[config.mk]
export PLATFORM = sky130hd
export DESIGN_NAME = mem_port_arbiter
export DESIGN_NICKNAME = d
export VERILOG_FILES = /design/src/rtl/mem_port_arbiter_pkg.sv /design/src/rtl/mem_arb_pick.sv /design/src/rtl/mem_port_arbiter.sv
export SDC_FILE = /design/constraint.sdc
export NUM_CORES = 1
export LEC_CHECK = 0
export ABC_AREA = 1
export BUFFER_PORTS_ARGS = -buffer_cell sky130_fd_sc_hd__buf_4
export CAP_MARGIN = 20
export CORE_AREA = 2 2 106 108
export DETAILED_ROUTE_END_ITERATION = 7
export DIE_AREA = 0 0 108 110
export PLACE_DENSITY = 0.74
export SKIP_LAST_GASP = 1
export SYNTH_ARGS = -nofsm -noshare
export SYNTH_HDL_FRONTEND = slang
export SYNTH_SLANG_ARGS = --single-unit
[constraint.sdc]
create_clock -name clk -period 4.3 [get_ports clk]
set_clock_uncertainty 0.05 [all_clocks]
set_input_delay 0.215 -clock clk [delete_from_list [all_inputs] [get_ports clk]]
set_output_delay 0.215 -clock clk [all_outputs]
set_load 0.005 [all_outputs]
[src/rtl/mem_port_arbiter_pkg.sv]
// Shared types for the memory-port arbiter: FSM states, port owner and the
// default starvation limit.
package mem_port_arbiter_pkg;

    typedef enum logic [1:0] {
        ARB_IDLE  = 2'd0,
        ARB_ISSUE = 2'd1,
        ARB_WAIT  = 2'd2
    } arb_state_t;

    typedef enum logic {
        OWN_I = 1'b0,
        OWN_D = 1'b1
    } mem_owner_t;

    localparam int unsigned ARB_STARVE_MAX_DEF = 4;
    localparam int unsigned STARVE_CNT_W       = 4;

    // True once the counter has reached the limit while fetch is still waiting.
    function automatic logic starve_hit(input logic [STARVE_CNT_W-1:0] cnt,
                                        input logic [STARVE_CNT_W-1:0] lim,
                                        input logic                    if_elig);
        return if_elig && (cnt == lim);
    endfunction

endpackage

[src/rtl/mem_arb_pick.sv]
// Winner selection for the shared memory port: data side wins by default,
// fetch is forced through after STARVE_MAX consecutive data wins.
module mem_arb_pick
    import mem_port_arbiter_pkg::*;
#(
    parameter int unsigned STARVE_MAX = ARB_STARVE_MAX_DEF
) (
    input  logic clk,
    input  logic reset,
    input  logic if_req,
    input  logic if_elig,
    input  logic d_req,
    input  logic grant_en,
    output logic grant_i,
    output logic grant_d
);

    localparam logic [STARVE_CNT_W-1:0] STARVE_LIM = STARVE_CNT_W'(STARVE_MAX);

    logic [STARVE_CNT_W-1:0] starve_cnt_r;
    logic                    starved_s;

    // Combinational winner selection, only meaningful while the port is idle.
    always_comb begin
        starved_s = starve_hit(starve_cnt_r, STARVE_LIM, if_elig);
        grant_i   = 1'b0;
        grant_d   = 1'b0;
        if (grant_en) begin
            if (d_req && !starved_s) begin
                grant_d = 1'b1;
            end else if (if_elig) begin
                grant_i = 1'b1;
            end else begin
                grant_i = 1'b0;
                grant_d = 1'b0;
            end
        end else begin
            grant_i = 1'b0;
            grant_d = 1'b0;
        end
    end

    // Starvation counter: counts data wins that bypassed an eligible fetch.
    always_ff @(posedge clk or posedge reset) begin
        if (reset) begin
            starve_cnt_r <= {STARVE_CNT_W{1'b0}};
        end else if (!if_req || grant_i) begin
            starve_cnt_r <= {STARVE_CNT_W{1'b0}};
        end else if (grant_d && if_elig && (starve_cnt_r != STARVE_LIM)) begin
            starve_cnt_r <= starve_cnt_r + {{(STARVE_CNT_W-1){1'b0}}, 1'b1};
        end else begin
            starve_cnt_r <= starve_cnt_r;
        end
    end

endmodule

[src/rtl/mem_port_arbiter.sv]
// Shares one memory port between instruction fetch and load/store, one
// outstanding transaction at a time.
module mem_port_arbiter
    import mem_port_arbiter_pkg::*;
#(
    parameter int unsigned ADDR_W     = 32,
    parameter int unsigned DATA_W     = 32,
    parameter int unsigned STARVE_MAX = ARB_STARVE_MAX_DEF
) (
    input  logic                  clk,
    input  logic                  reset,
    input  logic                  if_req,
    input  logic [ADDR_W-1:0]     if_addr,
    input  logic                  if_kill,
    output logic [DATA_W-1:0]     if_rdata,
    output logic                  if_valid,
    input  logic                  d_req,
    input  logic                  d_we,
    input  logic [DATA_W/8-1:0]   d_be,
    input  logic [ADDR_W-1:0]     d_addr,
    input  logic [DATA_W-1:0]     d_wdata,
    output logic [DATA_W-1:0]     d_rdata,
    output logic                  d_valid,
    output logic                  m_req,
    output logic                  m_we,
    output logic [DATA_W/8-1:0]   m_be,
    output logic [ADDR_W-1:0]     m_addr,
    output logic [DATA_W-1:0]     m_wdata,
    input  logic                  m_gnt,
    input  logic                  m_rvalid,
    input  logic [DATA_W-1:0]     m_rdata
);

    localparam int unsigned BE_W = DATA_W / 8;

    arb_state_t state_r;
    mem_owner_t owner_r;
    logic       killed_r;
    logic       if_elig_s;
    logic       grant_en_s;
    logic       grant_i_s;
    logic       grant_d_s;
    logic       complete_s;
    logic       kill_hit_s;

    assign if_elig_s  = if_req && !if_kill;
    assign grant_en_s = (state_r == ARB_IDLE);
    assign kill_hit_s = if_kill && (owner_r == OWN_I);

    mem_arb_pick #(
        .STARVE_MAX (STARVE_MAX)
    ) u_pick (
        .clk      (clk),
        .reset    (reset),
        .if_req   (if_req),
        .if_elig  (if_elig_s),
        .d_req    (d_req),
        .grant_en (grant_en_s),
        .grant_i  (grant_i_s),
        .grant_d  (grant_d_s)
    );

    // Completion detect: stray rvalid in IDLE, or without gnt in ISSUE, is dropped.
    always_comb begin
        complete_s = 1'b0;
        case (state_r)
            ARB_ISSUE: complete_s = m_gnt && m_rvalid;
            ARB_WAIT:  complete_s = m_rvalid;
            default:   complete_s = 1'b0;
        endcase
    end

    // Response steering; a fetch killed in flight is absorbed silently.
    always_comb begin
        if_rdata = m_rdata;
        d_rdata  = m_rdata;
        if (complete_s && (owner_r == OWN_D)) begin
            d_valid  = 1'b1;
            if_valid = 1'b0;
        end else if (complete_s && (owner_r == OWN_I)) begin
            d_valid  = 1'b0;
            if_valid = !killed_r && !if_kill;
        end else begin
            d_valid  = 1'b0;
            if_valid = 1'b0;
        end
    end

    // Transaction FSM with registered memory-side request fields.
    always_ff @(posedge clk or posedge reset) begin
        if (reset) begin
            state_r  <= ARB_IDLE;
            owner_r  <= OWN_I;
            killed_r <= 1'b0;
            m_req    <= 1'b0;
            m_we     <= 1'b0;
            m_be     <= {BE_W{1'b0}};
            m_addr   <= {ADDR_W{1'b0}};
            m_wdata  <= {DATA_W{1'b0}};
        end else begin
            case (state_r)
                ARB_IDLE: begin
                    killed_r <= 1'b0;
                    if (grant_d_s) begin
                        owner_r <= OWN_D;
                        m_we    <= d_we;
                        m_be    <= d_be;
                        m_addr  <= d_addr;
                        m_wdata <= d_wdata;
                        m_req   <= 1'b1;
                        state_r <= ARB_ISSUE;
                    end else if (grant_i_s) begin
                        owner_r <= OWN_I;
                        m_we    <= 1'b0;
                        m_be    <= {BE_W{1'b1}};
                        m_addr  <= if_addr;
                        m_wdata <= {DATA_W{1'b0}};
                        m_req   <= 1'b1;
                        state_r <= ARB_ISSUE;
                    end else begin
                        m_req   <= 1'b0;
                        state_r <= ARB_IDLE;
                    end
                end
                ARB_ISSUE: begin
                    if (m_gnt && m_rvalid) begin
                        m_req    <= 1'b0;
                        killed_r <= 1'b0;
                        state_r  <= ARB_IDLE;
                    end else if (m_gnt) begin
                        m_req    <= 1'b0;
                        killed_r <= killed_r || kill_hit_s;
                        state_r  <= ARB_WAIT;
                    end else begin
                        killed_r <= killed_r || kill_hit_s;
                        state_r  <= ARB_ISSUE;
                    end
                end
                ARB_WAIT: begin
                    if (m_rvalid) begin
                        killed_r <= 1'b0;
                        state_r  <= ARB_IDLE;
                    end else begin
                        killed_r <= killed_r || kill_hit_s;
                        state_r  <= ARB_WAIT;
                    end
                end
                default: begin
                    m_req    <= 1'b0;
                    killed_r <= 1'b0;
                    state_r  <= ARB_IDLE;
                end
            endcase
        end
    end

endmodule

=== Word-level counts from Yosys, hierarchy flattened ===
Cells that the tools add are included.

* Flip-flop bits (word level): 78
* Input port bits: 140

* Bitwise gates (word level): 2
* Mux-type cells: 34
* Reduce and logical (&&, ||, !) cells: 21
* Add/subtract/negate cells: 1
* Equal/unequal tests: 5

{| class="wikitable"
|+ Operators with widths
! operator !! count
|-
| $mux W32 || 4
|-
| $mux W1 || 19
|-
| $mux W4 || 4
|-
| $logic_and A1 B1 Y1 || 10
|-
| $mux W2 || 3
|-
| $pmux W2 S3 || 1
|-
| $add A4 B1 Y4 const B || 1
|-
| $eq A4 B3 Y1 const B || 1
|-
| $logic_not A1 Y1 || 4
|-
| $ne A4 B3 Y1 const B || 1
|-
| $pmux W1 S2 || 2
|-
| $reduce_and A2 Y1 || 2
|-
| $reduce_bool A2 Y1 || 2
|-
| $ne A3 B3 Y1 const B || 1
|-
| $pmux W1 S3 || 1
|-
| $eq A2 B1 Y1 const B || 1
|-
| $eq A2 B2 Y1 const B || 1
|-
| $logic_not A2 Y1 || 1
|-
| $logic_or A1 B1 Y1 || 2
|-
| $not A1 Y1 || 2
|}

=== Longest topological paths before layout ===
Gate-level depths: netlist of run 1.

* Word-level depth: 11
* Gate-level depth with buffers: 11
* Gate-level depth less buffers: 9

=== By module ===
From an unflattened synthesis of run 1, not the netlist that was laid out.

* Cells, all modules: 634
* Area total of the unflattened synthesis: 4499.3 um^2

{| class="wikitable"
|+ Modules (own cells, without submodules)
! module !! area each (um^2) !! times used !! seq. area each (um^2) !! cells an instance
|-
| mem_port_arbiter || 4186.5 || 1 || 1851.8 || 586
|-
| mem_arb_pick || 312.8 || 1 || 100.1 || 48
|}

=== Worst setup path before layout of run 1 ===
Ideal clock, no wire load.

* Path type: register to register
* From: register state_r[0]
* To: register m_be[0]
* Arrival time: 1362 ps
* Buffers on the path: 2
* Clock period less this slack: 1532 ps
* Stages on the path, launching flop included: 10
* Setup time: 119 ps
* Required time: 4131 ps
* Setup slack: 2768 ps
* Cells stage by stage: dfrtp_1 > inv_1 > ha_1 > nand2_1 > inv_1 > nand2_1 > buf_4 > buf_4 > o22ai_1 > inv_1

* Word-level cells in the longest chain between the ends: 4

{| class="wikitable"
|+ RTL lines
! item !! RTL line !! RTL
|-
| start: declaration || mem_port_arbiter.sv:36 || <nowiki>arb_state_t state_r;</nowiki>
|-
| start signal: assignment || mem_port_arbiter.sv:92 || <nowiki>state_r <= ARB_IDLE;</nowiki>
|-
| start signal: assignment || mem_port_arbiter.sv:111 || <nowiki>state_r <= ARB_ISSUE;</nowiki>
|-
| start signal: assignment || mem_port_arbiter.sv:119 || <nowiki>state_r <= ARB_ISSUE;</nowiki>
|-
| $logic_not A2 Y1 * || mem_port_arbiter.sv:47, mem_port_arbiter.sv:101 ||
|-
| $mux W1 || mem_arb_pick.sv:28 || <nowiki>if (grant_en) begin</nowiki>
|-
| $reduce_bool A2 Y1 (no source line) || - ||
|-
| $reduce_and A2 Y1 (no source line) || - ||
|-
| end signal: assignment || mem_port_arbiter.sv:97 || <nowiki>m_be <= {BE_W{1'b0}};</nowiki>
|-
| end signal: assignment || mem_port_arbiter.sv:115 || <nowiki>m_be <= {BE_W{1'b1}};</nowiki>
|-
| end: declaration || mem_port_arbiter.sv:26 || <nowiki>output logic [DATA_W/8-1:0] m_be,</nowiki>
|}

Every way passes the cells marked *; elsewhere a longest branch is shown, timed or not.
A chain may end at the register's enable or synchronous reset.

=== Worst setup path after layout of run 1 ===
* From: register state_r[0]
* To: register m_addr[11]

* Word-level cells in the longest chain between the ends: 4

{| class="wikitable"
|+ RTL lines
! item !! RTL line !! RTL
|-
| $logic_not A2 Y1 * || mem_port_arbiter.sv:47, mem_port_arbiter.sv:101 ||
|-
| $mux W1 || mem_arb_pick.sv:28 ||
|-
| $reduce_bool A2 Y1 (no source line) || - ||
|-
| $reduce_and A2 Y1 (no source line) || - ||
|-
| end signal: assignment || mem_port_arbiter.sv:98 || <nowiki>m_addr <= {ADDR_W{1'b0}};</nowiki>
|-
| end signal: assignment || mem_port_arbiter.sv:108 || <nowiki>m_addr <= d_addr;</nowiki>
|-
| end signal: assignment || mem_port_arbiter.sv:116 || <nowiki>m_addr <= if_addr;</nowiki>
|-
| end: declaration || mem_port_arbiter.sv:27 || <nowiki>output logic [ADDR_W-1:0] m_addr,</nowiki>
|}

Marks and branches as above.

==> results of run 1 <==
-- worst max-delay path: stages (launching register included) --
cell and delay, ns:
dfrtp_1 0.41, inv_1 0.09, ha_1 0.21, nand2_1 0.14, inv_1 0.07, nand2_1 0.07
inv_2 0.40, buf_12 0.26, nand2_1 0.07, nand3_1 0.08
-- worst max path at each step --
| stage | startpoint | cells after the start | end |
|---|---|---|---|
| after floorplan | reset | 1 | killed_r |
| after global placement | state_r[0] | 7 | m_addr[15] |
| after detailed placement | state_r[0] | 7 | m_addr[21] |
| after CTS | state_r[0] | 7 | m_addr[21] |
| after global routing | state_r[1] | 9 | m_addr[11] |
| final | state_r[0] | 9 | m_addr[11] |
-- cell usage after synthesis --
cell type | n | area (um2)
buf_2 | 8 | 40.04
buf_6 | 6 | 67.56
dfrtp_1 | 78 | 1952
nand4_1 | 4 | 25.02
buf_4 | 72 | 540.5
a31o_2 | 1 | 8.760
nand2_4 | 2 | 22.52
nor2_1 | 8 | 30.03
xor2_1 | 1 | 8.760
o21ai_0 | 2 | 10.01
nor4_1 | 1 | 6.260
inv_2 | 4 | 15.01
nand2_1 | 175 | 656.9
ha_1 | 6 | 75.07
a21oi_1 | 1 | 5.000
a21oi_2 | 1 | 8.760
nand3_1 | 71 | 355.3
a211oi_1 | 1 | 7.510
inv_1 | 17 | 63.81
o22ai_1 | 4 | 25.02
nor2_4 | 1 | 11.26
nor3_1 | 1 | 5.000
-- area by class of cell --
cell class | instances | area, um2 | area share
Tap cell | 140 | 175.2 | 0.03307
Multi-Input combinational cell | 280 | 1261 | 0.2381
Clock buffer | 11 | 141.4 | 0.02670
Timing Repair Buffer | 207 | 1639 | 0.3095
Clock inverter | 4 | 47.55 | 0.008977
Inverter | 21 | 80.08 | 0.01512
Sequential cell | 78 | 1952 | 0.3685
-- metal layers --
metal	global-route usage	share of wire
met1	0.2052	0.36
met2	0.3342	0.54
met3	0.05996	0.082
met4	0.05311	0.016
met5	0	0
-- metrics by stage --
| stage | cells | utilization | hold WS (ns) |
|---|---|---|---|
| 6_report | 741 | 0.4951 | 0.01441 |
| 3_3_place_gp | 700 | 0.4512 | 0.2839 |
| 4_1_cts | 736 | 0.4885 | 0.00009615 |
| 3_5_place_dp | 700 | 0.4512 | 0.2866 |
| 5_1_grt | 741 | 0.4951 | 0.0001645 |
| 2_1_floorplan | 465 | - | 0.2377 |
-- cells by family (layout without fill, tap and decap cells) --
logic type      count (synthesis)  after routing  share of synthesized area
buf+inv                       107            243                     0.1845
xor+xnor                        1              1                   0.002223
fa+ha+maj                       6              6                    0.01905
compound gates                 10             10                    0.01651
simple gates                  263            263                     0.2823
flops                          78             78                     0.4954
-- sequential cells by signal, summed over array words and instances (netlist names) --
register             cells
m_be                     4
m_addr                  32
u_pick.starve_cnt_r      4
state_r                  2
m_we                     1
killed_r                 1
m_req                    1
m_wdata                 32
owner_r                  1
-- repair_timing --
item / CTS / global route
hold buffers: 21 / 3
gates resized for setup: 0 / 0
endpoints found under the setup margin: 0 / 0
hold endpoints to repair: 59 / 3
-- power by group through the flow --
stage	Clock (W)	Sequential, W	Combinational [W]
after floorplan	0	0.00124	0.000660
after global placement	0	0.00123	0.00124
after detailed placement	0	0.00124	0.00127
after CTS	0.000560	0.00123	0.00129
after global routing	0.000599	0.00127	0.00146
final	0.000539	0.00123	0.00130
==> out/results.ini, run 1 <==
[setup_path]
cp_data_required_time_ns = 4.54
reg2regPathDepth = 9
crit_arrival_ns = 2.19
start_kind = register
cp-end-kind = register
worstReg2RegStart = state_r[0]
rrSetupSlack_ns = 2.35
critPathKind = reg2reg
reg2reg_to = m_addr[11]
path_max_fanout = 36

[clock_tree]
worstSkewPairLatency_ns = 0.35
clock_sinks = 78
post_cts_buffers = 0
h-tree-depth = 3
cts_tree = built
cts_buffers = 9
clk_pin_slew_ns = 0.08
cts_root_buf = clkbuf_8
cts_buffer_depth = 2

[sta]
tns_ns = 0
slew_viol_final = 0
setup_violations = 0
hold_viol_final = 0
tightestPinTransition_ns = 0.7028
rsz0062_at_grt = no
max_freq_mhz = 512.1
fin_crit_sh = 0.4541
fin_crit_ns = 1.953
relSlewSlack = 0.5308
setup_ws_ns = 2.347

[floorplan]
die_y_um = 110
num_io_pins = 276
core_um2 = 10700
fp.dieW_um = 108
rows = 38
initial_core_util = 0.3683
dieArea_um2 = 11880

[hold_path]
hp-class = in2reg
holdPathStages = 3
min_to = m_wdata[21]
hp-start = d_wdata[21]

[yosys]
synth.distinct_cells = 22
yosysSeqAreaShare = 0.4954
synth_cells = 465
ys_warn_count = 0
synth_fp_nets = 611
ys_ff_latch = 78
synth_area_um2 = 3940
synth.avg_cell_area_um2 = 8.473

[pwr]
sw_frac_of_total = 0.3521
p_int_w = 0.001992
power_switching_w = 0.001082
p_seq_frac = 0.402
p_leak_nw = 2.868
p_comb_frac = 0.423
powerDensity_nw_per_um2 = 580.4
clock_power_share = 0.175
ir_drop_uv = 270.6
power.total_w = 0.003074

[layout]
area_growth_pct = 34.42
n_fill_cell = 1004
layout-drive-gt1-share = 0.3444
nNetsFinal = 743
final_common_cell = buf_4
final_cell_mix = buf_4, nand2_1, dfrtp_1
postLayoutCellArea_um2 = 5296
antenna_cells = 0

[global_route]
grt_pass1_vias = 3563
track_usage = 0.1835
grt_max_degree = 67
grt_pass1_wl_um = 17020
overflow = 0
antenna_found_initial = 0

[placed_design]
port_buffers = 179
placedInstanceArea_um2 = 4827
place_hpwl_um = 7680
gp_congestion = 0.7671
place_ws_ns = 2.130

[status]
status = finished clean

[route]
wire_per_inst_um = 15.04
vias_per_cell = 4.818
drc = 0
drtPass1Iterations = 4
ant_nets = 0
drtIter0Drc = 312
routed_wl_um = 11150
via_count = 3570

[flow_run]
drv_cap = 0

No activity file was read; power rests on OpenSTA's default activity.
==> inputs of run 2 (changes only) <==
--- a/config.mk
+++ b/config.mk
@@ -8,9 +8,9 @@
 export ABC_AREA = 1
 export BUFFER_PORTS_ARGS = -buffer_cell sky130_fd_sc_hd__buf_4
 export CAP_MARGIN = 20
-export CORE_AREA = 2 2 106 108
+export CORE_AREA = 2 2 108 110
 export DETAILED_ROUTE_END_ITERATION = 7
-export DIE_AREA = 0 0 108 110
+export DIE_AREA = 0 0 110 112
 export PLACE_DENSITY = 0.74
 export SKIP_LAST_GASP = 1
 export SYNTH_ARGS = -nofsm -noshare
==> constraint.sdc (replaced) <==
create_clock -name clk -period 1.62 [get_ports clk]
set_clock_uncertainty 0.05 [all_clocks]
set_input_delay 0.081 -clock clk [delete_from_list [all_inputs] [get_ports clk]]
set_output_delay 0.081 -clock clk [all_outputs]
set_load 0.005 [all_outputs]
==> run 2 against run 1 <==
Net effect: the run now ends with setup timing left; setup slack got worse by 2.5 ns; non-clock buffer count increased by 98; clock power increased to 4.6 times the previous value; final area increased by 26%; critical path depth decreased by 2.
==> out/results.ini, run 2 (synthesized netlist as in run 1, its figures left out) <==
[route]
wire_per_inst_um = 17.16
vias_per_cell = 4.833
drc = 0
drtIter0Drc = 363
drtPass1Iterations = 5
ant_nets = 0
via_count = 4074
routed_wl_um = 14460

[floorplan]
rows = 39
initial_core_util = 0.3526
fp.dieW_um = 110
num_io_pins = 276
core_um2 = 11170
dieArea_um2 = 12320
die_y_um = 112

[clock_tree]
cts_buffer_depth = 2
cts_buffers = 9
clock_sinks = 78
clk_pin_slew_ns = 0.06
cts_root_buf = clkbuf_16
cts_tree = built
worstSkewPairLatency_ns = 0.33
h-tree-depth = 3

[global_route]
overflow = 0
grt_pass1_wl_um = 19930
track_usage = 0.2098
grt_max_degree = 40
antenna_found_initial = 0
grt_pass1_vias = 4015

[hold_path]
hp-class = in2reg

[sta]
slew_viol_final = 0
hold_viol_final = 0
fin_crit_ns = 1.736
relSlewSlack = 0.6591
max_freq_mhz = 576.1
rsz0062_at_grt = yes
setup_violations = 33
tightestPinTransition_ns = 0.5113
hold_ws_ns = 0.02069
setup_ws_ns = -0.1157
fin_crit_sh = 1.071

[layout]
multi_input_area_um2 = 1326
final_common_cell = buf_4
nNetsFinal = 841
layout-drive-gt1-share = 0.3414
area_growth_pct = 69.70
final_cell_mix = buf_4, nand2_1, dlygate4sd3_1
antenna_cells = 0
ff_latch_area_um2 = 1952
reg.largest.list = m_addr (32), m_wdata (32)
n_fill_cell = 904

[placed_design]
place_hpwl_um = 8146
place_ws_ns = -0.001937
gp_congestion = 0.8079
port_buffers = 179

[pwr]
p_leak_nw = 3.443
ir_drop_uv = 1079
powerDensity_nw_per_um2 = 1533

[flow_run]
drv_cap = 0

[setup_path]
crit_arrival_ns = 1.60
max_stage_delay_ns = 0.42
critical_path.cell_chain = inv_2 > ha_4 > nor2_4 > nor2_2 > nand3_2 > nor3_2 > buf_4
path_max_fanout = 3
start_kind = register
crit_buf_inv = 2
crit_family = simple AND/OR/NAND/NOR gates
slowest_stage = dfrtp_1
critPathKind = reg2out
cp_data_required_time_ns = 1.49
cp-end-kind = primary output

[status]
violations = setup timing
status = complete, but fails checks

[run 2: cell types whose count changed in the layout (fill, tap and decap cells not counted), sizes merged]
| cell | before | now |
|---|---|---|
| clkinvlp | 1 | 2 |
| clkbuf | 11 | 17 |
| bufinv | 1 | 4 |
| clkinv | 3 | 1 |
| dlygate4sd3 | 24 | 103 |
| buf | 183 | 195 |
[run 2: what timing repair did]
item	4_1_cts	5_1_grt
hold buffers	103	0
pin swaps	3	5
buffers inserted	2	0
gates resized for setup	8	17
gates cloned	1	7
endpoints found under the setup margin	14	76
endpoints found under the hold margin	149	0
[run 2: routing by layer]
metal	GRT usage	vias up	share of wire
li1	-	1867	-
met1	0.2219	1912	0.37
met2	0.3963	251	0.53
met3	0.05094	44	0.076
met4	0.06835	0	0.033
met5	0	-	0
[run 2: layout make-up]
class	count	share of cell area
timing repair buffer	305	0.4128
sequential	78	0.2919
multi-input combinational	280	0.1984
clock buffer	10	0.03574
tap	143	0.02676
clock inverter	6	0.01984
inverter	21	0.01460
[run 2: worst reg2reg max path: stages, from the launching register on]
cell,delay [ns]
dfrtp_1,0.41
inv_2,0.08
ha_1,0.23
nand2_2,0.15
inv_1,0.10
nand2_4,0.12
inv_6,0.07
buf_12,0.16
nand2_1,0.08
nand3_1,0.08
[run 2: path summary, 6_finish.rpt]
| check | startpoint | end | slack, ns | cells after the start |
|---|---|---|---|---|
| worst min register to register | m_wdata[16] | m_wdata[16] | 0.43 | 2 |
| worst max register to register | state_r[0] | m_addr[16] | -0.04 | 9 |
| worst min-delay path | if_req | u_pick.starve_cnt_r[3] | 0.02 | 3 |
| min in group asynchronous | reset | m_wdata[8] | 0.42 | 4 |
| max in group asynchronous | reset | m_wdata[28] | 0.73 | 4 |
| worst max-delay path | state_r[0] | if_valid | -0.12 | 7 |
[run 2: stage by stage]
stage	setup TNS (ns)	std cells	power, W	area [um2]	utilization
5_1_grt	-6.002	843	0.01087	6686	0.5984
3_3_place_gp	0	714	0.006767	4979	0.4455
2_1_floorplan	0	465	0.005050	3944	-
4_1_cts	-1.523	836	0.009759	6454	0.5775
6_report	-0.7324	843	0.01025	6686	0.5984
3_5_place_dp	-0.001937	714	0.006877	4979	0.4455
[run 2: where the power goes]
part	internal, W	switching [W]
combinational	0.00240	0.00208
sequential	0.00278	0.000510
clock	0.00170	0.000778
==> inputs of run 3 (changes only) <==
--- a/config.mk
+++ b/config.mk
@@ -8,9 +8,9 @@
 export ABC_AREA = 1
 export BUFFER_PORTS_ARGS = -buffer_cell sky130_fd_sc_hd__buf_4
 export CAP_MARGIN = 20
-export CORE_AREA = 2 2 108 110
+export CORE_AREA = 2 2 106 108
 export DETAILED_ROUTE_END_ITERATION = 7
-export DIE_AREA = 0 0 110 112
+export DIE_AREA = 0 0 108 110
 export PLACE_DENSITY = 0.74
 export SKIP_LAST_GASP = 1
 export SYNTH_ARGS = -nofsm -noshare
==> constraint.sdc (replaced) <==
create_clock -name clk -period 1.71 [get_ports clk]
set_clock_uncertainty 0.05 [all_clocks]
set_input_delay 0.0855 -clock clk [delete_from_list [all_inputs] [get_ports clk]]
set_output_delay 0.0855 -clock clk [all_outputs]
set_load 0.005 [all_outputs]
==> run 3 against run 2 <==
Net effect: the flow still finishes with violations (setup timing); sequential share of layout area is 1.2 points higher; core utilization increased by 0.12 points; die area fell by 3.6%; clock-buffer cell count is 4 higher; worst hold slack better by 0.087 ns; critical path depth unchanged; sequential cell count stayed put; routed wire length shrank 7.3%; final area decreased by 4.1%; critical endpoint unchanged.
==> out/results.ini, run 3 (synthesized netlist as in run 1, its figures left out) <==
[setup_path]
cp-end-kind = primary output
critical_path.cell_chain = buf_6 > ha_4 > nor2_4 > nor2_2 > nand3_2 > nor3_4 > buf_4
crit_family = simple AND/OR/NAND/NOR gates
path_max_fanout = 3
max_stage_delay_ns = 0.42
cp_data_required_time_ns = 1.57
crit_arrival_ns = 1.63
critPathKind = reg2out
slowest_stage = dfrtp_1
start_kind = register
crit_buf_inv = 2

[route]
ant_nets = 0
routed_wl_um = 13410
drtIter0Drc = 404
drtPass1Iterations = 5
via_count = 3984
drc = 0
wire_per_inst_um = 16.02
vias_per_cell = 4.760

[pwr]
p_leak_nw = 3.321
p_comb_frac = 0.460
clock_power_share = 0.176
power_switching_w = 0.002998
p_int_w = 0.005565
sw_frac_of_total = 0.3501
ir_drop_uv = 649.2
powerDensity_nw_per_um2 = 1335
p_seq_frac = 0.364

[sta]
hold_ws_ns = 0.1080
tightestPinTransition_ns = 0.4318
fin_crit_sh = 1.033
slew_viol_final = 0
max_freq_mhz = 566.3
hold_viol_final = 0
tns_ns = -0.07292
fin_crit_ns = 1.766
setup_violations = 2
setup_ws_ns = -0.05573
relSlewSlack = 0.7122
rsz0062_at_grt = yes

[layout]
final_cell_mix = buf_4, nand2_1, dlygate4sd3_1
antenna_cells = 0
layout.cells.non_filler = 837
nNetsFinal = 838
area_growth_pct = 62.78
fin_util = 0.5995
reg.largest.list = m_addr (32), m_wdata (32)
layout-drive-gt1-share = 0.3400
final_common_cell = buf_4

[floorplan]
rows = 38
num_io_pins = 276
initial_core_util = 0.3683
fp.dieW_um = 108
core_um2 = 10700
die_y_um = 110
dieArea_um2 = 11880

[status]
status = complete, but fails checks
violations = setup timing

[clock_tree]
cts_buffers = 9
cts_tree = built
worstSkewPairLatency_ns = 0.35
clock_sinks = 78
h-tree-depth = 3
clk_pin_slew_ns = 0.08
cts_buffer_depth = 2
cts_root_buf = clkbuf_8

[global_route]
overflow = 0
antenna_found_initial = 0
grt_pass1_vias = 4088
track_usage = 0.2116
grt_pass1_wl_um = 19330
grt_max_degree = 79

[hold_path]
hp-class = in2reg

[placed_design]
dpl.cell_count = 705
gp_congestion = 0.7813
place_hpwl_um = 7837
port_buffers = 179

[flow_run]
drv_cap = 0

==> run 3: cell count changes in the layout (fill, tap and decap cells not counted), sizes merged <==
cell,before,now
bufinv,4,1
clkinv,1,0
dlygate4sd3,103,105
clkbuf,17,16
==> run 3: final timing paths <==
check,end,start,cells after the start,slack [ns]
min in group asynchronous,m_wdata[23],reset,4,0.35
worst max register to register,m_addr[18],u_pick.starve_cnt_r[0],10,0.03
max in group asynchronous,u_pick.starve_cnt_r[3],reset,4,0.91
worst min-delay path,state_r[0],d_req,4,0.11
worst min register to register,m_wdata[0],m_wdata[0],2,0.44
worst max-delay path,if_valid,state_r[1],7,-0.06
==> run 3: power by group through the flow <==
| stage | clock network (W) | logic (W) | registers [W] |
|---|---|---|---|
| floorplan | 0 | 0.00166 | 0.00312 |
| global placement | 0 | 0.00327 | 0.00310 |
| detailed placement | 0 | 0.00336 | 0.00311 |
| CTS | 0.00157 | 0.00364 | 0.00311 |
| global route | 0.00164 | 0.00432 | 0.00320 |
| finish | 0.00151 | 0.00394 | 0.00312 |
==> run 3: routing by layer <==
| metal | GRT usage | wire [um] |
|---|---|---|
| met1 | 0.2221 | 4718 |
| met2 | 0.3756 | 7005 |
| met3 | 0.06467 | 1009 |
| met4 | 0.1236 | 674 |
| met5 | 0 | 0 |
==> run 3: what timing repair did <==
item	in CTS	in global routing
endpoints found under the setup margin	28	71
pin swaps	3	7
buffers inserted	3	6
gates cloned	0	2
hold buffers	105	0
hold endpoints to repair	152	0
resized for setup	10	20
==> run 3: tightest hold or removal path: cells and delay by family <==
kind | cells | cell delay, ns
buf+inv | 2 | 0.15
compound gates | 1 | 0.15
simple gates | 1 | 0.09
==> run 3: layout make-up <==
| type | count | area [um2] |
|---|---|---|
| Tap cell | 140 | 175.2 |
| Sequential cell | 78 | 1952 |
| Inverter | 21 | 90.09 |
| Fill cell | 825 | 4284 |
| Clock inverter | 2 | 37.54 |
| Multi-Input combinational cell | 280 | 1333 |
| Timing Repair Buffer | 302 | 2644 |
| Clock buffer | 14 | 182.7 |
==> run 3: metrics by stage <==
step,instance area [um2],worst slack [ns],total power (W)
detailed placement,4917,-0.01872,0.006471
finish,6414,-0.05573,0.008563
global placement,4917,0.06411,0.006365
floorplan,3944,0.1784,0.004784
global route,6414,-0.1665,0.009163
CTS,6243,-0.1178,0.008313
